<file path="src/rtl/clk_div2_div80_pair_if.sv">
// Output bundle of the /2 and /80 clock-divider group.
// The divider drives through 'master'; downstream consumers attach through 'slave'.
interface clk_div2_div80_pair_if;
    logic out;
    logic div80;
    logic div80alt;
    logic mismatch;

    modport master (
        output out,
        output div80,
        output div80alt,
        output mismatch
    );

    modport slave (
        input out,
        input div80,
        input div80alt,
        input mismatch
    );
endinterface

</file>
<file path="src/rtl/clk_div2_div80_pair.sv">
// Fixed clock dividers: clk/2, plus two independently built clk/80 outputs
// (mod-40 counter and 8x5 cascade) with a sticky cross-check flag.
module clk_div2_div80_pair (
    input  logic                          clk,
    input  logic                          reset,
    clk_div2_div80_pair_if.master         div_o
);
    localparam int unsigned CW     = 6;
    localparam int unsigned C_LAST = 39;
    localparam int unsigned PW     = 3;
    localparam int unsigned P_LAST = 7;
    localparam int unsigned QW     = 3;
    localparam int unsigned Q_LAST = 4;

    logic          out_q,    out_d;
    logic          div80_q,  div80_d;
    logic          alt_q,    alt_d;
    logic          mm_q,     mm_d;
    logic [CW-1:0] c_q,      c_d;
    logic [PW-1:0] p_q,      p_d;
    logic [QW-1:0] q_q,      q_d;

    logic c_term;
    logic p_wrap;
    logic q_term;

    // Next-state logic; out-of-range c or q collapse back to 0 on their next step
    always_comb begin
        out_d   = ~out_q;

        c_term  = (c_q >= CW'(C_LAST));
        c_d     = c_term ? '0 : c_q + CW'(1);
        div80_d = div80_q ^ c_term;

        p_wrap  = (p_q == PW'(P_LAST));
        p_d     = p_q + PW'(1);

        q_term  = (q_q == QW'(Q_LAST));
        q_d     = q_q;
        if (p_wrap) begin
            q_d = (q_q >= QW'(Q_LAST)) ? '0 : q_q + QW'(1);
        end
        alt_d   = alt_q ^ (p_wrap & q_term);

        mm_d    = mm_q | (div80_q ^ alt_q);
    end

    always_ff @(posedge clk or posedge reset) begin
        if (reset) begin
            out_q   <= 1'b0;
            div80_q <= 1'b0;
            alt_q   <= 1'b0;
            mm_q    <= 1'b0;
            c_q     <= '0;
            p_q     <= '0;
            q_q     <= '0;
        end else begin
            out_q   <= out_d;
            div80_q <= div80_d;
            alt_q   <= alt_d;
            mm_q    <= mm_d;
            c_q     <= c_d;
            p_q     <= p_d;
            q_q     <= q_d;
        end
    end

    assign div_o.out      = out_q;
    assign div_o.div80    = div80_q;
    assign div_o.div80alt = alt_q;
    assign div_o.mismatch = mm_q;
endmodule

</file>
<file path="src/flat_wrapper.sv">
// flat-port wrapper written by rule: the top's interface ports become plain ports
module clk_div2_div80_pair_flat 
  (clk, reset, div_o_out, div_o_div80, div_o_div80alt, div_o_mismatch);
  clk_div2_div80_pair_if div_o_i ();
  input  logic clk;
  input  logic reset;
  output wire logic [$bits(div_o_i.out)-1:0] div_o_out;
  output wire logic [$bits(div_o_i.div80)-1:0] div_o_div80;
  output wire logic [$bits(div_o_i.div80alt)-1:0] div_o_div80alt;
  output wire logic [$bits(div_o_i.mismatch)-1:0] div_o_mismatch;
  assign div_o_out = div_o_i.out;
  assign div_o_div80 = div_o_i.div80;
  assign div_o_div80alt = div_o_i.div80alt;
  assign div_o_mismatch = div_o_i.mismatch;
  clk_div2_div80_pair u_core (.clk(clk), .reset(reset), .div_o(div_o_i));
endmodule
</file>
<file path="config.mk">
export PLATFORM = sky130hd
export DESIGN_NAME = clk_div2_div80_pair_flat
export DESIGN_NICKNAME = d
export VERILOG_FILES = /design/src/rtl/clk_div2_div80_pair_if.sv /design/src/rtl/clk_div2_div80_pair.sv /design/src/flat_wrapper.sv
export SDC_FILE = /design/constraint.sdc
export NUM_CORES = 1
export LEC_CHECK = 0
export ABC_AREA = 1
export BUFFER_PORTS_ARGS = -buffer_cell sky130_fd_sc_hd__buf_2
export CAP_MARGIN = 20
export CORE_AREA = 5 5 42 44
export CTS_BUF_LIST = sky130_fd_sc_hd__clkbuf_16
export CTS_CLUSTER_DIAMETER = 120
export DETAILED_ROUTE_END_ITERATION = 8
export DIE_AREA = 0 0 47 49
export GPL_TIMING_DRIVEN = 0
export PLACE_DENSITY = 0.78
export SLEW_MARGIN = 20
export SYNTH_ARGS = -nofsm -noshare
export SYNTH_HDL_FRONTEND = slang
export SYNTH_SLANG_ARGS = --single-unit
</file>
<file path="constraint.sdc">
create_clock -name clk -period 1.35 [get_ports clk]
set_input_delay 0.0675 -clock clk [delete_from_list [all_inputs] [get_ports clk]]
set_output_delay 0.0675 -clock clk [all_outputs]
set_load 0.01 [all_outputs]
</file>
==> results.sh, run 1 <==
export IMPL_status="finished, final reports clean"
export IMPL_report_final_slew_viol_count=0
export IMPL_cts_num_sinks=16
export IMPL_syn2layout_area_growth_pct=18.6
export IMPL_dpl_hpwl_um=763
export IMPL_period_needed_ps=1210
export IMPL_yosys_register_bits=16
export IMPL_antenna_cells=0
export IMPL_worst_slew_pin_slew_ps=595
export IMPL_drv_cap=0
export IMPL_io_buffer_count=5
export IMPL_grt_usage_pct=12.9
export IMPL_grt_overflow=0
export IMPL_ios=6
export IMPL_powerDensity_nw_per_um2=1270
export IMPL_wl_per_cell_um=12.1
export IMPL_ant_nets=0
export IMPL_hold_class="flop to flop"
export IMPL_core_area_um2=1400
export IMPL_nNetsFinal=89
export IMPL_initial_core_util_pct=49.8
export IMPL_grt_max_degree=17
export IMPL_viasPerCell=4.98
export IMPL_rows=14
export IMPL_fin_crit_sh_pct=89.3
export IMPL_hold_ws_ps=417
export IMPL_cts_tree="done"
export IMPL_dr_pass1_iters=4
export IMPL_syn_avg_cell_area_um2=9.83
export IMPL_crit_required_ps=1500
export IMPL_synth_top_cells_by_area="dfrtp_1 (57%), ha_1 (9.0%), nand3_1 (6.5%), inv_1 (5.9%), nand2_1 (5.9%)"
export IMPL_die_area_um2=2300
export IMPL_worstSkewPairLatency_ps=250
export IMPL_p_leak_nw=0.429
export IMPL_path_cells="ha_1, ha_1, nand3_1, xor2_1"
export IMPL_cts_path_max_buffers=2
export IMPL_finalSetupViolations=0
export IMPL_drt_iter0_drc=6
export IMPL_cpPeakStageDelay_ps=370
export IMPL_setup_worst_path_end_class="flop"
export IMPL_seq_area_frac_synth_pct=57.3
export IMPL_clock_skew_ps=4.07
export IMPL_dieWidth_um=47
export IMPL_cp_max_fo=7
export IMPL_cp_arrival_ps=1360
export IMPL_final_core_util_pct=59.1
export IMPL_vdd_ir_drop_max_v=0.000901
export IMPL_finalWeightedCongestion=0.718
export IMPL_grt_pass1_vias=447
export IMPL_drt_wl_total_mm=1.16
export IMPL_tns_ps=0
export IMPL_layout_drive_gt1_share_pct=15.0
export IMPL_clock_fmax_ghz=0.829
export IMPL_htree_num_levels=1
export IMPL_synth_top_area_cell="dfrtp_1"
export IMPL_rsz0062_at_grt="false"
export IMPL_cts_root_buf="clkbuf_16"
export IMPL_slew_headroom_pct=60.3
export IMPL_via_count=478
export IMPL_nFillCells=123
export IMPL_yosysTopAreaCellShare_pct=57.3
export IMPL_antenna_found_initial=0
export IMPL_syn_num_nets=78
export IMPL_drc=0
export IMPL_ys_types=16
export IMPL_cts_buffers=3
export IMPL_finalHoldViolations=0
export IMPL_crit_top_cell="ha_1"
export IMPL_criticalPathCategory="flop to flop"
export IMPL_cp_slowest_cell="dfrtp_1"
export IMPL_netlist_area_um2=698
export IMPL_start_kind="flop"
export IMPL_grt_pass1_wl_mm=1.97
export IMPL_ys_warn_count=0
export IMPL_cts_reportedPaths_clkPinSlew_ps=50
export IMPL_netlist_instances=71
export IMPL_fp_dieH_um=49
-- path summary, 6_finish.rpt --
kind	startpoint	endpoint	slack [ps]	cells past startpoint
worst max-delay path	u_core.p_q[0]	u_core.div_o.div80alt	140	4
worst min-delay path	u_core.div_o.out	u_core.div_o.out	420	1
worst max register to register	u_core.p_q[0]	u_core.div_o.div80alt	140	4
worst min register to register	u_core.div_o.out	u_core.div_o.out	420	1
max in group asynchronous	reset	u_core.p_q[2]	520	3
min in group asynchronous	reset	u_core.c_q[5]	440	3
-- per-stage QoR --
stage | total power, W | instances | area, µm² | worst slack, ps
final | 0.00105 | 96 | 828 | 144
after CTS | 0.00106 | 96 | 828 | 152
after global placement | 0.000499 | 92 | 743 | 229
after global routing | 0.00109 | 96 | 828 | 69.3
after floorplan | 0.000496 | 71 | 698 | 272
after detailed placement | 0.000499 | 92 | 743 | 163
-- registers in the layout, summed over array words and instances (netlist names) --
| signal | count |
|---|---|
| u_core.c_q | 6 |
| u_core.div_o.div80 | 1 |
| u_core.div_o.div80alt | 1 |
| u_core.div_o.mismatch | 1 |
| u_core.div_o.out | 1 |
| u_core.p_q | 3 |
| u_core.q_q | 3 |
-- layout make-up --
| type | instances | area, µm² | share of cell area [%] |
|---|---|---|---|
| Sequential cell | 16 | 400 | 48.3 |
| Multi-Input combinational cell | 43 | 253 | 30.5 |
| Clock buffer | 3 | 75.1 | 9.06 |
| Inverter | 12 | 45.0 | 5.44 |
| Timing Repair Buffer | 6 | 35.0 | 4.23 |
| Tap cell | 16 | 20.0 | 2.42 |
-- cell families after synthesis --
| logic type | synth area share [%] |
|---|---|
| AND/OR/NAND/NOR | 18.8 |
| XOR/XNOR | 2.51 |
| AO/OA/AOI/OAI | 5.91 |
| flip-flops | 57.3 |
| adder cells (fa/ha/maj) | 8.96 |
| buffers and inverters | 6.45 |
-- cells in the mapped netlist --
| cell type | number |
|---|---|
| inv_2 | 1 |
| a21oi_1 | 1 |
| nand4_1 | 1 |
| dfrtp_1 | 16 |
| o21ai_1 | 2 |
| nand2_2 | 1 |
| o21ai_0 | 2 |
| nand2_1 | 11 |
| nor2_1 | 7 |
| xor2_1 | 1 |
| inv_1 | 11 |
| xnor2_1 | 1 |
| a21oi_4 | 1 |
| nand3_1 | 9 |
| ha_1 | 5 |
| nor2_2 | 1 |
-- per-layer routing --
| metal | vias to the layer above | share of wire, % | GRT usage (%) |
|---|---|---|---|
| li1 | 244 | - | - |
| met4 | 0 | 4.1 | 11.1 |
| met1 | 223 | 43 | 15.8 |
| met2 | 7 | 48 | 17.2 |
| met3 | 4 | 4.7 | 4.43 |
| met5 | - | 0 | 0 |
-- worst max-delay path, delay by kind of cell (launching register included) --
kind / cells / cell delay [ps]
flip-flops: 1 / 370
AND/OR/NAND/NOR: 1 / 110
adder cells (fa/ha/maj): 2 / 450
XOR/XNOR: 1 / 190
-- power breakdown --
part,total [W],switching (W),internal (W)
Clock,0.000559,0.000171,0.000388
Combinational,0.0000126,0.00000950,0.00000306
Sequential,0.000481,0,0.000481
-- cells in the final DEF, fill, tap and decap left out --
cell,netlist,routed
inv_1,11,11
nor2_2,1,1
nand2_2,1,1
nand3_1,9,9
inv_2,1,1
o21ai_0,2,2
nor2_1,7,7
xor2_1,1,1
ha_1,5,5
dfrtp_1,16,16
a21oi_1,1,1
nand2_1,11,11
buf_2,0,5
nand4_1,1,1
xnor2_1,1,1
a21oi_4,1,1
o21ai_1,2,2
clkbuf_16,0,3
dlygate4sd3_1,0,1
-- repair_timing --
item | CTS | global route
gates resized for setup | 0 | 0
endpoints found under the hold margin | 16 | 0
buffers inserted | 0 | 0
hold buffers | 1 | 0
(Power assumes the default switching activity.)
==> inputs of run 2 (changes only) <==
Settings changed: PLACE_DENSITY 0.78 to 0.72.
==> run 2 against run 1 <==
Net effect:
- critical path depth unchanged
- wire length decreased by 4.0%
- final area increased by 0.45%
- largest power group unchanged
- flip-flop and latch count is the same
- highest routed layer unchanged
- clock-buffer cell count is the same
- critical path type unchanged
- total power rose by 0.49%
- sequential power barely moved
- first-iteration DRC count stayed put
==> results.sh, run 2 (same netlist as run 1, synthesis figures left out) <==
export IMPL_cts_tree="done"
export IMPL_clock_fmax_ghz=0.867
export IMPL_grt_usage_pct=12.4
export IMPL_grt_pass1_vias=492
export IMPL_slew_headroom_pct=59.4
export IMPL_min_delay_path_depth=1
export IMPL_hold_ws_ps=414
export IMPL_cts_hold_buf=1
export IMPL_via_count=493
export IMPL_ant_nets=0
export IMPL_initial_core_util_pct=49.8
export IMPL_htree_num_levels=1
export IMPL_final_common_cell="dfrtp_1"
export IMPL_worst_r2r_path_depth=4
export IMPL_cts_buffers=3
export IMPL_core_area_um2=1400
export IMPL_tns_ps=0
export IMPL_report_final_slew_viol_count=0
export IMPL_pre_cts_ws_ps=185
export IMPL_top_regs="u_core.c_q (6), u_core.p_q (3), u_core.q_q (3)"
export IMPL_period_needed_ps=1150
export IMPL_cts_root_buf="clkbuf_16"
export IMPL_cts_num_sinks=16
export IMPL_dieWidth_um=47
export IMPL_wl_per_cell_um=11.5
export IMPL_hold_class="flop to flop"
export IMPL_nNetsFinal=89
export IMPL_worstSkewPairLatency_ps=240
export IMPL_antenna_cells=0
export IMPL_p_leak_nw=0.431
export IMPL_cts_path_max_buffers=2
export IMPL_p_seq_share_pct=45.5
export IMPL_switching_share_pct=17.2
export IMPL_status="finished, final reports clean"
export IMPL_antenna_found_initial=0
export IMPL_p_int_w=0.000876
export IMPL_viasPerCell=5.08
export IMPL_mostFrequentLayoutCells="dfrtp_1 (16), inv_1 (11), nand2_1 (11)"
export IMPL_drv_cap=0
export IMPL_reg2reg_slack_ps=200
export IMPL_ios=6
export IMPL_largest_reg_flops=6
export IMPL_p_sw_w=0.000182
export IMPL_fp_dieH_um=49
export IMPL_place_area_um2=743
export IMPL_comb_power_share_pct=1.2
export IMPL_syn2layout_area_growth_pct=19.2
export IMPL_drc=0
export IMPL_cp_arrival_ps=1280
export IMPL_finalWeightedCongestion=0.659
export IMPL_post_cts_buffers=0
export IMPL_setup_worst_path_end_class="flop"
export IMPL_dpl_hpwl_um=838
export IMPL_worst_slack_ps=196
export IMPL_powerDensity_nw_per_um2=1270
export IMPL_die_area_um2=2300
export IMPL_cts_reportedPaths_clkPinSlew_ps=50
export IMPL_fin_area_um2=832
export IMPL_vdd_ir_drop_max_v=0.000740
export IMPL_fin_crit_sh_pct=85.4
export IMPL_drt_wl_total_mm=1.12
export IMPL_rows=14
export IMPL_drt_iter0_drc=6
export IMPL_start_kind="flop"
export IMPL_crit_required_ps=1480
export IMPL_finalHoldViolations=0
export IMPL_worst_slew_pin_slew_ps=608
export IMPL_grt_max_degree=17
export IMPL_rsz0062_at_grt="false"
export IMPL_io_buffer_count=5
export IMPL_p_clk_share_pct=53.3
export IMPL_dr_pass1_iters=4
export IMPL_grt_overflow=0
export IMPL_finalSetupViolations=0
export IMPL_cts_resized=0
export IMPL_clock_skew_ps=2.94
export IMPL_layout_drive_gt1_share_pct=14.8
export IMPL_grt_pass1_wl_mm=2.05
export IMPL_cp_max_fo=5
export IMPL_regMostFlops="u_core.c_q"
export IMPL_criticalPathCategory="flop to flop"
[run 2: cell count changes in the layout (fill, tap and decap cells not counted), sizes merged]
cell,delta
clkinv,+1
[run 2: area by class of cell]
cell class                      instances  area, µm²
Sequential cell                        16        400
Clock inverter                          1       3.75
Fill cell                             126        569
Inverter                               12       45.0
Multi-Input combinational cell         43        253
Timing Repair Buffer                    6       35.0
Clock buffer                            3       75.1
Tap cell                               16       20.0
[run 2: layer usage]
metal	GRT usage, %	wire (µm)	vias to the layer above	part of all wire [%]
met5	0	0	-	0
met4	6.91	32	0	2.9
met3	3.32	57	5	5.1
met2	18.6	560	11	50
met1	15.5	465	233	42
li1	-	-	244	-
[run 2: power groups by stage]
stage               sequential, W  clock (W)  combinational, W
finish                   0.000481   0.000564         0.0000127
global route             0.000480   0.000594         0.0000160
CTS                      0.000481   0.000577         0.0000135
detailed placement       0.000488          0         0.0000112
global placement         0.000488          0         0.0000111
floorplan                0.000488          0        0.00000723
[run 2: per-stage QoR]
stage | util [%] | total power, W | std cells
final | 59.4 | 0.00106 | 97
after CTS | 59.4 | 0.00107 | 97
after global routing | 59.4 | 0.00109 | 97
after global placement | 53.0 | 0.000499 | 92
after floorplan | - | 0.000496 | 71
after detailed placement | 53.0 | 0.000500 | 92
[run 2: final timing paths]
path | from | end
max | u_core.c_q[0] | u_core.c_q[3]
min | u_core.div_o.out | u_core.div_o.out
max reg2reg | u_core.c_q[0] | u_core.c_q[3]
min reg2reg | u_core.div_o.out | u_core.div_o.out
max in group asynchronous | reset | u_core.div_o.mismatch
min in group asynchronous | reset | u_core.div_o.out
[run 2: critical path: stages, from the launching register on]
cell	delay, ps
dfrtp_1	400
ha_1	250
nand2_2	110
a21oi_4	200
nor2_1	70
==> inputs of run 3 (changes only) <==
Settings changed: RECOVER_POWER set to 50.
==> run 3 against run 2 <==
Net effect:
- critical path depth is the same
- worst setup slack is essentially flat
- largest cell class unchanged
- clock power is essentially flat
- sequential power is essentially flat
- final area shrank 0.60%
- largest power group unchanged
- first-iteration DRC count is the same
- via count is the same
- flip-flop and latch count is the same
- total power is essentially flat
- sequential share of layout area grew 0.29 points
==> results.sh, run 3 (same netlist as run 1, synthesis figures left out) <==
export IMPL_layout_drive_gt1_share_pct=9.88
export IMPL_drt_wl_total_mm=1.12
export IMPL_grt_pass1_vias=492
export IMPL_cts_num_sinks=16
export IMPL_viasPerCell=5.08
export IMPL_rsz0062_at_grt="false"
export IMPL_cts_root_buf="clkbuf_16"
export IMPL_ant_nets=0
export IMPL_top_regs="u_core.c_q (6), u_core.p_q (3), u_core.q_q (3)"
export IMPL_setup_worst_path_end_class="flop"
export IMPL_grt_pass1_wl_mm=2.05
export IMPL_drc=0
export IMPL_grt_usage_pct=12.4
export IMPL_htree_num_levels=1
export IMPL_antenna_found_initial=0
export IMPL_report_final_slew_viol_count=0
export IMPL_cp_startpoint="u_core.c_q[0]"
export IMPL_final_core_util_pct=59.0
export IMPL_rows=14
export IMPL_ios=6
export IMPL_core_area_um2=1400
export IMPL_crit_required_ps=1480
export IMPL_finalHoldViolations=0
export IMPL_period_needed_ps=1150
export IMPL_wl_per_cell_um=11.6
export IMPL_grt_overflow=0
export IMPL_drt_iter0_drc=6
export IMPL_cts_buffers=3
export IMPL_clock_fmax_ghz=0.867
export IMPL_cts_resized=0
export IMPL_tns_ps=0
export IMPL_place_area_um2=743
export IMPL_hold_class="flop to flop"
export IMPL_initial_core_util_pct=49.8
export IMPL_regMostFlops="u_core.c_q"
export IMPL_io_buffer_count=5
export IMPL_antenna_cells=0
export IMPL_worst_slew_pin_slew_ps=608
export IMPL_drv_cap=0
export IMPL_dieWidth_um=47
export IMPL_slew_headroom_pct=59.4
export IMPL_cts_hold_buf=1
export IMPL_cts_path_max_buffers=2
export IMPL_cpPeakStageDelay_ps=400
export IMPL_dp_cells=92
export IMPL_nNetsFinal=89
export IMPL_hold_start="u_core.div_o.out"
export IMPL_start_kind="flop"
export IMPL_dr_pass1_iters=4
export IMPL_powerDensity_nw_per_um2=1280
export IMPL_dpl_hpwl_um=838
export IMPL_cts_reportedPaths_clkPinSlew_ps=50
export IMPL_grt_max_degree=17
export IMPL_criticalPathCategory="flop to flop"
export IMPL_cp_top_family="flip-flops"
export IMPL_via_count=493
export IMPL_finalSetupViolations=0
export IMPL_largest_reg_flops=6
export IMPL_fin_crit_sh_pct=85.4
export IMPL_post_cts_buffers=0
export IMPL_p_leak_nw=0.423
export IMPL_cts_tree="done"
export IMPL_crit_buf_inv=0
export IMPL_path_cells="ha_1, nand2_2, a21oi_4, nor2_1"
export IMPL_clock_skew_ps=2.93
export IMPL_final_common_cell="dfrtp_1"
export IMPL_cp_slowest_cell="dfrtp_1"
export IMPL_mostFrequentLayoutCells="dfrtp_1 (16), inv_1 (11), nand2_1 (11)"
export IMPL_timing_rr_start="u_core.c_q[0]"
export IMPL_cp_max_fo=5
export IMPL_die_area_um2=2300
export IMPL_finalWeightedCongestion=0.659
export IMPL_cp_arrival_ps=1280
export IMPL_worstSkewPairLatency_ps=240
export IMPL_status="finished, final reports clean"
export IMPL_fp_dieH_um=49
export IMPL_fin_area_um2=827
export IMPL_syn2layout_area_growth_pct=18.5
export IMPL_instances_no_fill=97
export IMPL_vdd_ir_drop_max_v=0.000740
==> run 3: cell count changes in the layout (fill, tap and decap cells not counted) <==
cell and delta:
clkbuf_1 +4, o21ai_0 +1, buf_2 -4, o21ai_1 -1
==> run 3: routing by layer <==
layer	wire length [µm]	GRT usage [%]	vias up
met5	0	0	-
met4	32	6.91	0
met3	59	3.32	5
met2	567	18.6	11
met1	464	15.5	233
li1	-	-	244
==> run 3: metrics by stage <==
| step | total power (W) | hold WS, ps | setup WS [ps] |
|---|---|---|---|
| 4_1_cts | 0.00107 | 416 | 177 |
| 6_report | 0.00106 | 416 | 196 |
| 3_3_place_gp | 0.000499 | 163 | 215 |
| 3_5_place_dp | 0.000500 | 167 | 185 |
| 5_1_grt | 0.00109 | 443 | 113 |
| 2_1_floorplan | 0.000496 | -18.8 | 272 |
==> run 3: cell type report <==
type / count / area (µm²)
Clock buffer: 3 / 75.1
Tap cell: 16 / 20.0
Sequential cell: 16 / 400
Inverter: 12 / 45.0
Timing Repair Buffer: 6 / 30.0
Fill cell: 130 / 574
Multi-Input combinational cell: 43 / 253
Clock inverter: 1 / 3.75
==> run 3: worst paths after layout <==
check	end	slack [ps]	cells after the start
max	u_core.c_q[3]	200	4
min	u_core.div_o.out	420	1
max reg2reg	u_core.c_q[3]	200	4
min reg2reg	u_core.div_o.out	420	1
max in group asynchronous	u_core.div_o.mismatch	510	3
min in group asynchronous	u_core.div_o.out	440	3
==> run 3: where the power goes <==
group / switching [W] / internal [W]
clock network: 0.000172 / 0.000392
registers: 0 / 0.000481
logic: 0.00000962 / 0.00000305
total: 0.000182 / 0.000876
